==> src/rtl/module_mult_control.sv <==
// module_mult_control: sequential radix-2 Booth multiplier with control FSM; optional zero-operand early exit via MULT_EARLY_EXIT_EN
module module_mult_control #(
    parameter int WIDTH = 8
) (
    input  logic                 clk,
    input  logic                 rst,
    input  logic                 start,
    input  logic [WIDTH-1:0]     numero1_i,
    input  logic [WIDTH-1:0]     numero2_i,
    output logic                 busy,
    output logic                 done,
    output logic [2*WIDTH-1:0]   product_o
);
    localparam int CW = $clog2(WIDTH) + 1;
    localparam logic [CW-1:0] LAST = CW'(WIDTH - 1);

    typedef enum logic [1:0] {IDLE, CALC, DONE} state_t;

    state_t               state_q, state_d;
    logic                 start_dly_q, start_dly_d;
    logic [WIDTH:0]       m_q, m_d;
    logic [WIDTH:0]       a_q, a_d;
    logic [WIDTH-1:0]     q_q, q_d;
    logic                 qm1_q, qm1_d;
    logic [CW-1:0]        cnt_q, cnt_d;
    logic [2*WIDTH-1:0]   product_q, product_d;
    logic                 start_rise;
    logic                 skip;
    logic [WIDTH:0]       sum;
    logic [WIDTH:0]       a_sh;
    logic [WIDTH-1:0]     q_sh;

    assign start_rise = start & ~start_dly_q;
    assign sum  = ({q_q[0], qm1_q} == 2'b01) ? a_q + m_q :
                  ({q_q[0], qm1_q} == 2'b10) ? a_q - m_q : a_q;
    assign a_sh = {sum[WIDTH], sum[WIDTH:1]};
    assign q_sh = {sum[0], q_q[WIDTH-1:1]};
`ifdef MULT_EARLY_EXIT_EN
    assign skip = (numero1_i == '0) || (numero2_i == '0);
`else
    assign skip = 1'b0;
`endif
    assign busy      = (state_q != IDLE);
    assign done      = (state_q == DONE);
    assign product_o = product_q;

    // Next-state and datapath: load on accepted edge, one Booth step per CALC cycle
    always_comb begin
        state_d     = state_q;
        start_dly_d = start;
        m_d         = m_q;
        a_d         = a_q;
        q_d         = q_q;
        qm1_d       = qm1_q;
        cnt_d       = cnt_q;
        product_d   = product_q;
        if (state_q == IDLE && start_rise) begin
            m_d       = {numero1_i[WIDTH-1], numero1_i};
            a_d       = '0;
            q_d       = numero2_i;
            qm1_d     = 1'b0;
            cnt_d     = '0;
            product_d = skip ? '0 : product_q;
            state_d   = skip ? DONE : CALC;
        end else if (state_q == CALC) begin
            a_d   = a_sh;
            q_d   = q_sh;
            qm1_d = q_q[0];
            cnt_d = cnt_q + CW'(1);
            if (cnt_q == LAST) begin
                product_d = {a_sh[WIDTH-1:0], q_sh};
                state_d   = DONE;
            end
        end else if (state_q == DONE) begin
            state_d = IDLE;
        end
    end

    // State and datapath registers, cleared asynchronously by active-low rst
    always_ff @(posedge clk or negedge rst) begin
        if (!rst) begin
            state_q     <= IDLE;
            start_dly_q <= 1'b0;
            m_q         <= '0;
            a_q         <= '0;
            q_q         <= '0;
            qm1_q       <= 1'b0;
            cnt_q       <= '0;
            product_q   <= '0;
        end else begin
            state_q     <= state_d;
            start_dly_q <= start_dly_d;
            m_q         <= m_d;
            a_q         <= a_d;
            q_q         <= q_d;
            qm1_q       <= qm1_d;
            cnt_q       <= cnt_d;
            product_q   <= product_d;
        end
    end
endmodule

==> config.mk <==
export PLATFORM = sky130hd
export DESIGN_NAME = module_mult_control
export DESIGN_NICKNAME = d
export VERILOG_FILES = /design/src/rtl/module_mult_control.sv
export SDC_FILE = /design/constraint.sdc
export NUM_CORES = 1
export LEC_CHECK = 0
export CAP_MARGIN = 10
export CORE_UTILIZATION = 40
export DETAILED_ROUTE_END_ITERATION = 6
export GPL_ROUTABILITY_DRIVEN = 0
export PLACE_DENSITY = 0.67
export SKIP_CTS_REPAIR_TIMING = 1
export SLEW_MARGIN = 5
export SYNTH_ARGS = -nofsm -noshare
export SYNTH_HDL_FRONTEND = slang
export SYNTH_SLANG_ARGS = --single-unit
==> constraint.sdc <==
create_clock -name clk -period 2.8 [get_ports clk]
set_clock_uncertainty 0.05 [all_clocks]
set_input_delay 0.56 -clock clk [delete_from_list [all_inputs] [get_ports clk]]
set_output_delay 0.56 -clock clk [all_outputs]
set_load 0.005 [all_outputs]
==> metrics.txt <==
compound-gate portion of the synthesized area 19.43%; syn nets 346; # IOs 37; Cells after Synth 307; commonest non-fill, non-tap cells in the layout nand2_1, dfrtp_1, clkdlybuf4s50_1; FMAX 405.6 MHz; min cycle time layout 2.465 ns; main combinational cell family by area after synthesis simple AND/OR/NAND/NOR gates; syn avg cell area 9.146 µm²; detailed-route wire length 6064 µm; Worst slew margin 44.75%; Hold Path Class input pin to async pin; WS Path Type register to register; Clock Pin Slew Worst Setup and Hold Paths 0.10 ns; placed wire-length estimate 4400 µm; Post-Synth Simple-Gate Area 19.52%; first-pass GRT wire length 10,430 µm; Final Instance Count excl. Fillers 435; Post-Place Worst Slack 0.3687 ns; fraction of the cycle the final worst path needs 88.05%; Critical Path Fanout Max 4; synthesized area 2808 µm²; clk sinks 48; effective utilization at floorplan 41.33%; Vias/cell 5.186; # setup viols final 0; Reg power frac 31.7%; GRT overflow 0; Die W 85.78 µm; Max Cap Viol 0; Die Y-Extent 85.78 µm; # nets final 377; Area growth syn-to-layout 18.54%; Clk pwr share 10.3%; routed vias 2,256; Warnings, synthesis 0; Cell Rows 30; WL per Instance 13.94 µm; core area 6794 µm²; Worst Setup End Kind register; crit path launch type register; PortBufs 36; status finished, final reports clean; setup ws final 0.3345 ns; Switch Pwr 1865 µW; latest clock arrival within the worst-skew pair 0.30 ns; total CTS buffers 5; XOR/XNOR Fraction of Synth Area 0.9358%; largest net degree at the start of global routing 22; Synth Register Bits 48; post-synth top area cell dfrtp_1; total track usage 17.91%; Pint 2282 µW; Worst EP required 2.94 ns; ant diodes 0; share of layout cells above drive strength 1 8.850%; clock root cell clkbuf_8; Peak VDD IR 0.5655 mV; share of total power in combinational logic 58.0%; max-slew violations 0; clock tree buffer depth 2; Fin Hold WS 0.1204 ns; DR iter-0 viols 209; sequential-to-total area share from yosys stat 42.78%; fraction of the mapped netlist area in adder cells 9.447%; worst slew pin tran 0.8257 ns; Static Leak 0.001515 µW; RSZ-0062 raised after global routing false; Register Area 1201 µm²; WP data arrival 2.61 ns; Multi-input gate area 1464 µm²; H-tree Lvls 2; post-synthesis mux area share 2.585%; sw frac 44.98%; DP Cell Count 427; Pwr Total 4147 µW; DRC viols 0; Synth top area share 42.78%; post-route ant nets 0; Yosys cell types 49; CTS tree yes; Fillers 650; Pre-antenna DRT Iters 4; number of global-route vias before repair 2,174; die area 7358 µm²; Pwr Density 1246 nW/µm²; TNS Setup 0 ns; initial antenna violation count 0; number of hold violations in the final report 0; commonest non-fill, non-tap cell in the layout nand2_1; Synth area leaders dfrtp_1, nand2_1, ha_1, o21ai_0, a21oi_1
-- per-layer routing --
layer / global-route usage, % / share of wire (%)
met1: 25.91 / 50
met5: 0 / 0
met4: 4.545 / 0.99
met3: 3.465 / 3.7
met2: 27.64 / 46
-- power by group through the flow --
stage          combinational, µW  clock, µW  sequential (µW)
6_report                    2400        429             1310
2_1_floorplan               1890          0             1220
5_1_grt                     2710        466             1370
4_1_cts                     2410        448             1320
3_5_place_dp                2390          0             1330
3_3_place_gp                2350          0             1320
-- registers in the layout, indices dropped and copies added (netlist names) --
signal and count:
a_q 8, cnt_q 4, m_q 8, product_o 16, q_q 8, qm1_q 1
start_dly_q 1, state_q 2
-- worst max-delay path, cell delays in order, from the launching register on --
cell and delay, ns:
dfrtp_1 0.42, inv_1 0.08, ha_1 0.13, inv_1 0.04
fa_1 0.40, a21o_1 0.17, a21o_1 0.20, a31oi_1 0.27
xor2_1 0.18, o211ai_1 0.13, mux2_4 0.29
-- layout make-up --
class / instances / area share [%]
multi-input combinational: 228 / 43.98
sequential: 48 / 36.09
timing repair buffer: 43 / 12.26
tap: 96 / 3.609
clock buffer: 5 / 2.068
inverter: 12 / 1.353
clock inverter: 3 / 0.6391
-- synth_stat cells, drive strengths merged --
cell	instances
nand2	70
dfrtp	48
o21ai	30
ha	18
a21oi	14
inv	12
nor2	12
clkbuf	10
buf	9
o22ai	9
a22oi	8
a21o	7
nand2b	7
nor2b	7
nor3	6
nor3b	5
a22o	4
mux2	4
a31oi	3
o211ai	3
fa	2
mux2i	2
o31ai	2
o41ai	2
xor2	2
a221oi	1
and2b	1
and3	1
nand3	1
nand3b	1
nand4	1
nand4b	1
or2	1
or3	1
or4	1
xnor2	1
-- logic make-up after synthesis --
kind of cell | Yosys count
AND/OR/NAND/NOR | 116
buffers and inverters | 31
XOR/XNOR | 3
flip-flops | 48
adder cells (fa/ha/maj) | 20
multiplexers | 6
AO/OA/AOI/OAI | 83
-- final timing paths --
path | from | end | slack (ns) | cells after the start
max in group asynchronous | rst | product_o[15]$_DFFE_PN0P_ | 1.97 | 2
min in group clk | product_o[7]$_DFFE_PN0P_ | product_o[7]$_DFFE_PN0P_ | 0.44 | 2
max reg2reg | a_q[0]$_DFFE_PN0P_ | product_o[13]$_DFFE_PN0P_ | 0.33 | 10
min | rst | product_o[4]$_DFFE_PN0P_ | 0.12 | 1
max | a_q[0]$_DFFE_PN0P_ | product_o[13]$_DFFE_PN0P_ | 0.33 | 10
min reg2reg | product_o[7]$_DFFE_PN0P_ | product_o[7]$_DFFE_PN0P_ | 0.44 | 2
-- metrics by stage --
stage | instance area (µm²) | util, %
after floorplan | 2808 | -
after global placement | 3238 | 47.66
after detailed placement | 3238 | 47.66
after CTS | 3328 | 48.99
after global routing | 3328 | 48.99
final | 3328 | 48.99
(Power assumes the default switching activity.)
